===== src/rtl/ta_bank.sv =====
// One Tsetlin Machine clause: a bank of NUM_TA two-action automata, evaluated in one cycle and trained serially.
// Optional BOOST_TRUE_POSITIVE_EN: Type I feedback on a true literal of a firing clause always increments.
module ta_bank #(
  parameter int NUM_TA     = 8,
  parameter int STATE_BITS = 3,
  parameter int RAND_BITS  = 8,
  parameter int S_THRESH   = 64
) (
  input  logic                 clk,
  input  logic                 rst,
  input  logic                 start,
  output logic                 ready,
  input  logic                 mode,
  input  logic [NUM_TA-1:0]    literals,
  input  logic                 feedback_en,
  input  logic                 feedback_type,
  input  logic [RAND_BITS-1:0] rand_in,
  output logic                 clause_out,
  output logic [NUM_TA-1:0]    include_out,
  output logic                 done
);

  localparam int IDX_W = (NUM_TA > 1) ? $clog2(NUM_TA) : 1;
  localparam logic [STATE_BITS-1:0] ST_RESET = {1'b0, {(STATE_BITS-1){1'b1}}};
  localparam logic [STATE_BITS-1:0] ST_MAX   = {STATE_BITS{1'b1}};
  localparam logic [RAND_BITS-1:0]  S_TH     = RAND_BITS'(S_THRESH);
  localparam logic [IDX_W-1:0]      IDX_LAST = IDX_W'(NUM_TA - 1);

  typedef enum logic [1:0] {S_IDLE, S_EVAL, S_UPD, S_FIN} fsm_t;

  fsm_t                  fsm;
  logic [IDX_W-1:0]      idx;
  logic [STATE_BITS-1:0] ta_state [NUM_TA];
  logic                  mode_p0;
  logic                  fb_en_p0;
  logic                  fb_type_p0;
  logic [NUM_TA-1:0]     lits_p0;
  logic [NUM_TA-1:0]     include_vec;
  logic                  clause_eval;
  logic [STATE_BITS-1:0] upd_next;

  function automatic logic [STATE_BITS-1:0] sat_inc(input logic [STATE_BITS-1:0] s);
    return (s == ST_MAX) ? s : s + 1'b1;
  endfunction

  function automatic logic [STATE_BITS-1:0] sat_dec(input logic [STATE_BITS-1:0] s);
    return (s == '0) ? s : s - 1'b1;
  endfunction

  // Feedback rule for one automaton; rnd below S_TH is the 1/s event.
  function automatic logic [STATE_BITS-1:0] ta_next(
    input logic [STATE_BITS-1:0] s,
    input logic                  lit,
    input logic                  clause,
    input logic                  ftype,
    input logic [RAND_BITS-1:0]  rnd
  );
    logic low;
    low     = (rnd < S_TH);
    ta_next = s;
    if (!ftype) begin
      if (clause && lit) begin
`ifdef BOOST_TRUE_POSITIVE_EN
        ta_next = sat_inc(s);
`else
        if (!low) ta_next = sat_inc(s);
`endif
      end else if (low) begin
        ta_next = sat_dec(s);
      end
    end else if (clause && !lit && !s[STATE_BITS-1]) begin
      ta_next = sat_inc(s);
    end
  endfunction

  genvar g;
  generate
    for (g = 0; g < NUM_TA; g++) begin : g_inc
      assign include_vec[g] = ta_state[g][STATE_BITS-1];
    end
  endgenerate

  assign include_out = include_vec;

  // An empty clause reads as 0 when inferring but 1 while training, so learning can start.
  always_comb begin
    clause_eval = mode_p0;
    if (|include_vec) clause_eval = &(lits_p0 | ~include_vec);
  end

  always_comb begin
    upd_next = ta_next(ta_state[idx], lits_p0[idx], clause_out, fb_type_p0, rand_in);
  end

  always_ff @(posedge clk) begin
    if (rst) begin
      fsm        <= S_IDLE;
      ready      <= 1'b1;
      done       <= 1'b0;
      clause_out <= 1'b0;
      idx        <= '0;
      mode_p0    <= 1'b0;
      fb_en_p0   <= 1'b0;
      fb_type_p0 <= 1'b0;
      for (int k = 0; k < NUM_TA; k++) ta_state[k] <= ST_RESET;
    end else begin
      done <= 1'b0;
      case (fsm)
        S_IDLE: begin
          if (start && ready) begin
            mode_p0    <= mode;
            lits_p0    <= literals;
            fb_en_p0   <= feedback_en;
            fb_type_p0 <= feedback_type;
            idx        <= '0;
            ready      <= 1'b0;
            fsm        <= S_EVAL;
          end
        end
        // EVAL -> UPD / FIN
        S_EVAL: begin
          clause_out <= clause_eval;
          if (mode_p0 && fb_en_p0) begin
            fsm <= S_UPD;
          end else begin
            fsm  <= S_FIN;
            done <= 1'b1;
          end
        end
        // UPD -> FIN after the last automaton
        S_UPD: begin
          ta_state[idx] <= upd_next;
          idx           <= idx + 1'b1;
          if (idx == IDX_LAST) begin
            fsm  <= S_FIN;
            done <= 1'b1;
          end
        end
        S_FIN: begin
          fsm   <= S_IDLE;
          ready <= 1'b1;
        end
        default: begin
          fsm   <= S_IDLE;
          ready <= 1'b1;
        end
      endcase
    end
  end

endmodule

===== config.mk =====
export PLATFORM = sky130hd
export DESIGN_NAME = ta_bank
export DESIGN_NICKNAME = d
export VERILOG_FILES = /design/src/rtl/ta_bank.sv
export SDC_FILE = /design/constraint.sdc
export NUM_CORES = 1
export LEC_CHECK = 0
export BUFFER_PORTS_ARGS = -buffer_cell sky130_fd_sc_hd__buf_4
export CORE_MARGIN = 10
export CORE_UTILIZATION = 63
export DETAILED_ROUTE_END_ITERATION = 8
export PLACE_DENSITY = 0.86
export SLEW_MARGIN = 0
export SYNTH_ARGS = -nofsm -noshare
export SYNTH_HDL_FRONTEND = slang
export SYNTH_SLANG_ARGS = --single-unit

===== constraint.sdc =====
create_clock -name clk -period 7.5 [get_ports clk]
set_input_delay 0.75 -clock clk [delete_from_list [all_inputs] [get_ports clk]]
set_output_delay 0.75 -clock clk [all_outputs]
set_load 0.01 [all_outputs]

==> impl.org <==
** Die
- The floorplan step set the die width to 86.3 µm.
- Number of rows created at floorplan :: 24
- The core region is 4290 µm².
- Height of the chip :: 86.3 µm
- Once the floorplan was initialized, standard cells occupied 64.5% of the core.
- Number of I/O pins :: 33
- The die covers 7450 µm².

** Worst hold path
- Hold path startpoint :: fb_en_p0
- Along the worst hold path, the cell count comes to 2.
- The path with the worst hold slack has its endpoint at fb_en_p0.
- The worst hold path belongs to the class reg -> reg.

** Synth
- In the synthesized netlist, the number of instances is 269.
- The Yosys step of the flow raised 0 warnings.
- In the synthesized netlist the async set-or-reset flop fraction comes to 0%.
- In the synthesized netlist the dominant register cell turns out to be edfxtp_1.
- For this run, the register share of the synthesized area comes to 44.8%.
- In this run, synthesis produced a sequential element count of 46.
- Post-synthesis instance area :: 2770 µm²
- Net Count, Synth :: 301
- Distinct cells, synth :: 55
- Mean instance size in the synthesized netlist :: 10.3 µm²
- Counting flops with a built-in enable in the synthesized netlist gives 32.

** Cells and area
- Antenna Diode Count :: 0
- Layout filler cell count :: 313
- Final non-filler cell area :: 2990 µm²
- Area Growth Syn to Fin :: 7.95%
- Fraction of layout instances using a drive strength above 1 :: 19.5%
- At the end of the flow, the number of nets in the layout was 313.

** Clocking
- Clock-pin slew on the worst setup and hold paths :: 0.09 ns
- Clock tree from TritonCTS :: done
- In this run the number of H-tree levels came out at 2.
- For the worst-skew pair, the clock arrives at the later sink with an insertion delay of 0.31 ns.
- No sink is reached through more buffers than the 2 on the longest clock path.
- Root buffer cell :: clkbuf_8
- Once the clock tree was built, the setup fixing pass inserted 0 buffers.
- Post_cts resized :: 0
- In this run, post-CTS hold repair placed 0 buffers.
- Clock tree sinks :: 46
- Buffers inserted during clock tree synthesis total 5.

** Timing
- At the pin with the least slew margin, the transition time is 0.813 ns.
- Achievable Freq :: 0.290 GHz
- The final-report hold violation count came to 0.
- The number of slew-limit violations in the final report was 0.
- Max-slew headroom :: 45.8%
- Period minus WS final :: 3.45 ns
- Period utilisation layout :: 46.0%
- Across the routed clock network, the largest skew measured is 0.00927 ns.
- Aggregate negative setup slack :: 0 ns
- Setup violations remaining at the end of the flow were counted as 0.
- Min setup slack post-route :: 4.05 ns
- Setup repair after global routing left no endpoint under its margin.

** Placed design
- Before CTS, the worst setup slack after placement is 4.12 ns.
- Detailed placer's ending HPWL :: 4710 µm
- During placement, the flow inserted port buffers numbering 26.
- Post-Place Cell Area :: 2900 µm²
- Routability-driven placement finished with a final weighted congestion of 0.861.

** Critical path
- Slowest cell on the critical path :: a311o_1
- Peak fanout along the critical path :: 18
- The worst setup path is launched from a register.
- Data on the critical path is required at its endpoint by 7.55 ns.
- Critical path's most frequent cell :: ha_1
- The worst register-to-register path has a depth of 9.
- The setup check on the worst reg-to-reg path leaves a slack of 4.05 ns.
- Data arrival time of the worst path :: 3.50 ns
- The worst register-to-register path ends at ta_state[3][1].
- The worst setup path is captured at a register.
- The critical path in this run is classified as reg -> reg.
- The signal on the critical path passes through mux4_2 > mux2i_2 > buf_4 > ha_1 > ha_1 > a311o_1 > o221ai_2 > o211ai_4 > nand2_1.
- Largest stage delay on the critical path :: 0.59 ns

** Routing
- Dividing the detail-routed via count by the number of cells gives 6.57.
- The final layout contains routed wiring with a total length of 6340 µm.
- After detailed routing, the average wire length per cell comes to 19.0 µm.
- After detailed routing, the number of remaining DRC violations is 0.
- In this run, the number of DRC markers left after iteration 0 of detailed routing was 337.
- Total via count in the routed design :: 2194
- Initial DRT Pass Iterations :: 6
- Once detail routing completed, the nets flagged for antenna violations numbered 0.

** Global route
- In the global route stage, overall resource usage came out at 17.2%.
- The number of global-route vias before repair was 2167.
- The number of antenna violations at the first check in global routing was 0.
- Largest net degree at the start of global routing :: 25
- Summed over all layers, the global routing overflow is 0.
- Global-route wire length before repair :: 10300 µm

** Power and ir drop
- The design draws 0.671 mW.
- Peak VDD IR :: 0.000156 V
- Total power per unit cell area :: 224 nW/µm²
- The analysis attributes to cell leakage a power of 1.00 nW.

** Job
- The tool flagged a number of max-cap violations equal to 0.

** Run status
- Outcome :: finished clean
==> cells by family (layout without fill, tap and decap cells) <==
family,count (synthesis),count (layout),synth area share (%)
adder cells (fa/ha/maj),10,10,4.51
flip-flops,46,46,44.8
AND/OR/NAND/NOR,109,109,19.3
AO/OA/AOI/OAI,47,47,14.9
multiplexers,20,20,9.39
buffers and inverters,37,50,7.18
==> cells in the final DEF (no fill, tap or decap), types with 2 or more instances in the layout <==
| cell type | count |
|---|---|
| nor4_1 | 2 |
| nor2b_1 | 7 |
| inv_1 | 12 |
| nor3_1 | 4 |
| mux2_1 | 4 |
| dfxtp_1 | 14 |
| inv_2 | 2 |
| clkinvlp_4 | 2 |
| a2111oi_0 | 6 |
| a22oi_1 | 4 |
| ha_1 | 10 |
| nand4_1 | 3 |
| a2111oi_2 | 2 |
| a311o_1 | 2 |
| nor3b_1 | 2 |
| mux2i_1 | 10 |
| o32ai_1 | 8 |
| nand2b_1 | 13 |
| buf_4 | 27 |
| edfxtp_1 | 32 |
| a21oi_1 | 5 |
| mux4_2 | 4 |
| nand3_1 | 12 |
| nor2_1 | 34 |
| clkbuf_8 | 5 |
| o22ai_1 | 5 |
| nand2_1 | 24 |
==> flip-flops by register name (all words and copies together) (netlist names), 2 cells and up, named ones only <==
name and cells:
ta_state 24, lits_p0 8, idx 3, fsm 2
==> layout make-up <==
type / instances / area, µm² / share of cell area (%)
clock buffers: 5 / 68.8 / 2.30
repair buffers: 27 / 203 / 6.78
inverters: 15 / 58.8 / 1.97
well taps: 52 / 65.1 / 2.17
flip-flops and latches: 46 / 1240 / 41.5
clock inverters: 3 / 23.8 / 0.795
multi-input cells: 186 / 1330 / 44.5
==> stage by stage <==
stage	util (%)	std cells	hold slack, ns
after floorplan	-	269	0.463
after detailed placement	67.5	326	0.497
after global placement	67.5	326	0.481
after CTS	69.7	334	0.521
after global routing	69.7	334	0.570
final	69.7	334	0.517
==> cells in the mapped netlist, types with 2 or more instances <==
cell type	n	area share [%]
mux2i_1	10	3.6
inv_2	2	0.27
nand2_1	24	3.3
buf_4	8	2.2
nand3_1	12	2.2
mux2_1	4	1.6
a22oi_1	4	1.1
inv_1	12	1.6
a311o_1	2	0.72
nor4_1	2	0.45
o32ai_1	8	2.5
buf_2	4	0.72
a21oi_1	5	0.90
nor3b_1	2	0.54
nand2b_1	13	2.9
o22ai_1	5	1.1
nor3_1	4	0.72
a2111oi_0	6	1.9
edfxtp_1	32	35
nand4_1	3	0.68
clkbuf_1	6	0.81
nor2b_1	7	1.6
buf_6	3	1.2
mux4_2	4	3.3
nor2_1	34	4.6
ha_1	10	4.5
dfxtp_1	14	10
a2111oi_2	2	1.1
==> critical path, delay by kind of cell (launching register included) <==
kind            cells  cell delay, ns
compound gates      3            1.12
fa+ha+maj           2            0.38
buf+inv             1            0.26
flops               1            0.58
mux                 2            0.73
simple gates        1            0.13
==> how the worst max path moves through the flow <==
stage / slack (ns) / endpoint
6_report: 4.05 / ta_state[3][1]
5_1_grt: 3.85 / ta_state[1][1]
4_1_cts: 4.10 / ta_state[1][1]
3_5_place_dp: 4.12 / ta_state[1][1]
3_3_place_gp: 4.17 / ta_state[1][1]
2_1_floorplan: 4.70 / ta_state[0][1]
==> report_power, final <==
part	internal [mW]	switching [mW]	total, mW
logic	0.0766	0.115	0.192
clock network	0.0667	0.0907	0.157
registers	0.294	0.0279	0.322
total	0.437	0.234	0.671
==> layer usage <==
| metal | routed length (µm) | global-route usage (%) |
|---|---|---|
| met5 | 0 | 0 |
| met4 | 194 | 8.69 |
| met3 | 428 | 3.47 |
| met2 | 3090 | 27.4 |
| met1 | 2630 | 21.6 |
No activity file was read; power rests on OpenSTA's default activity.
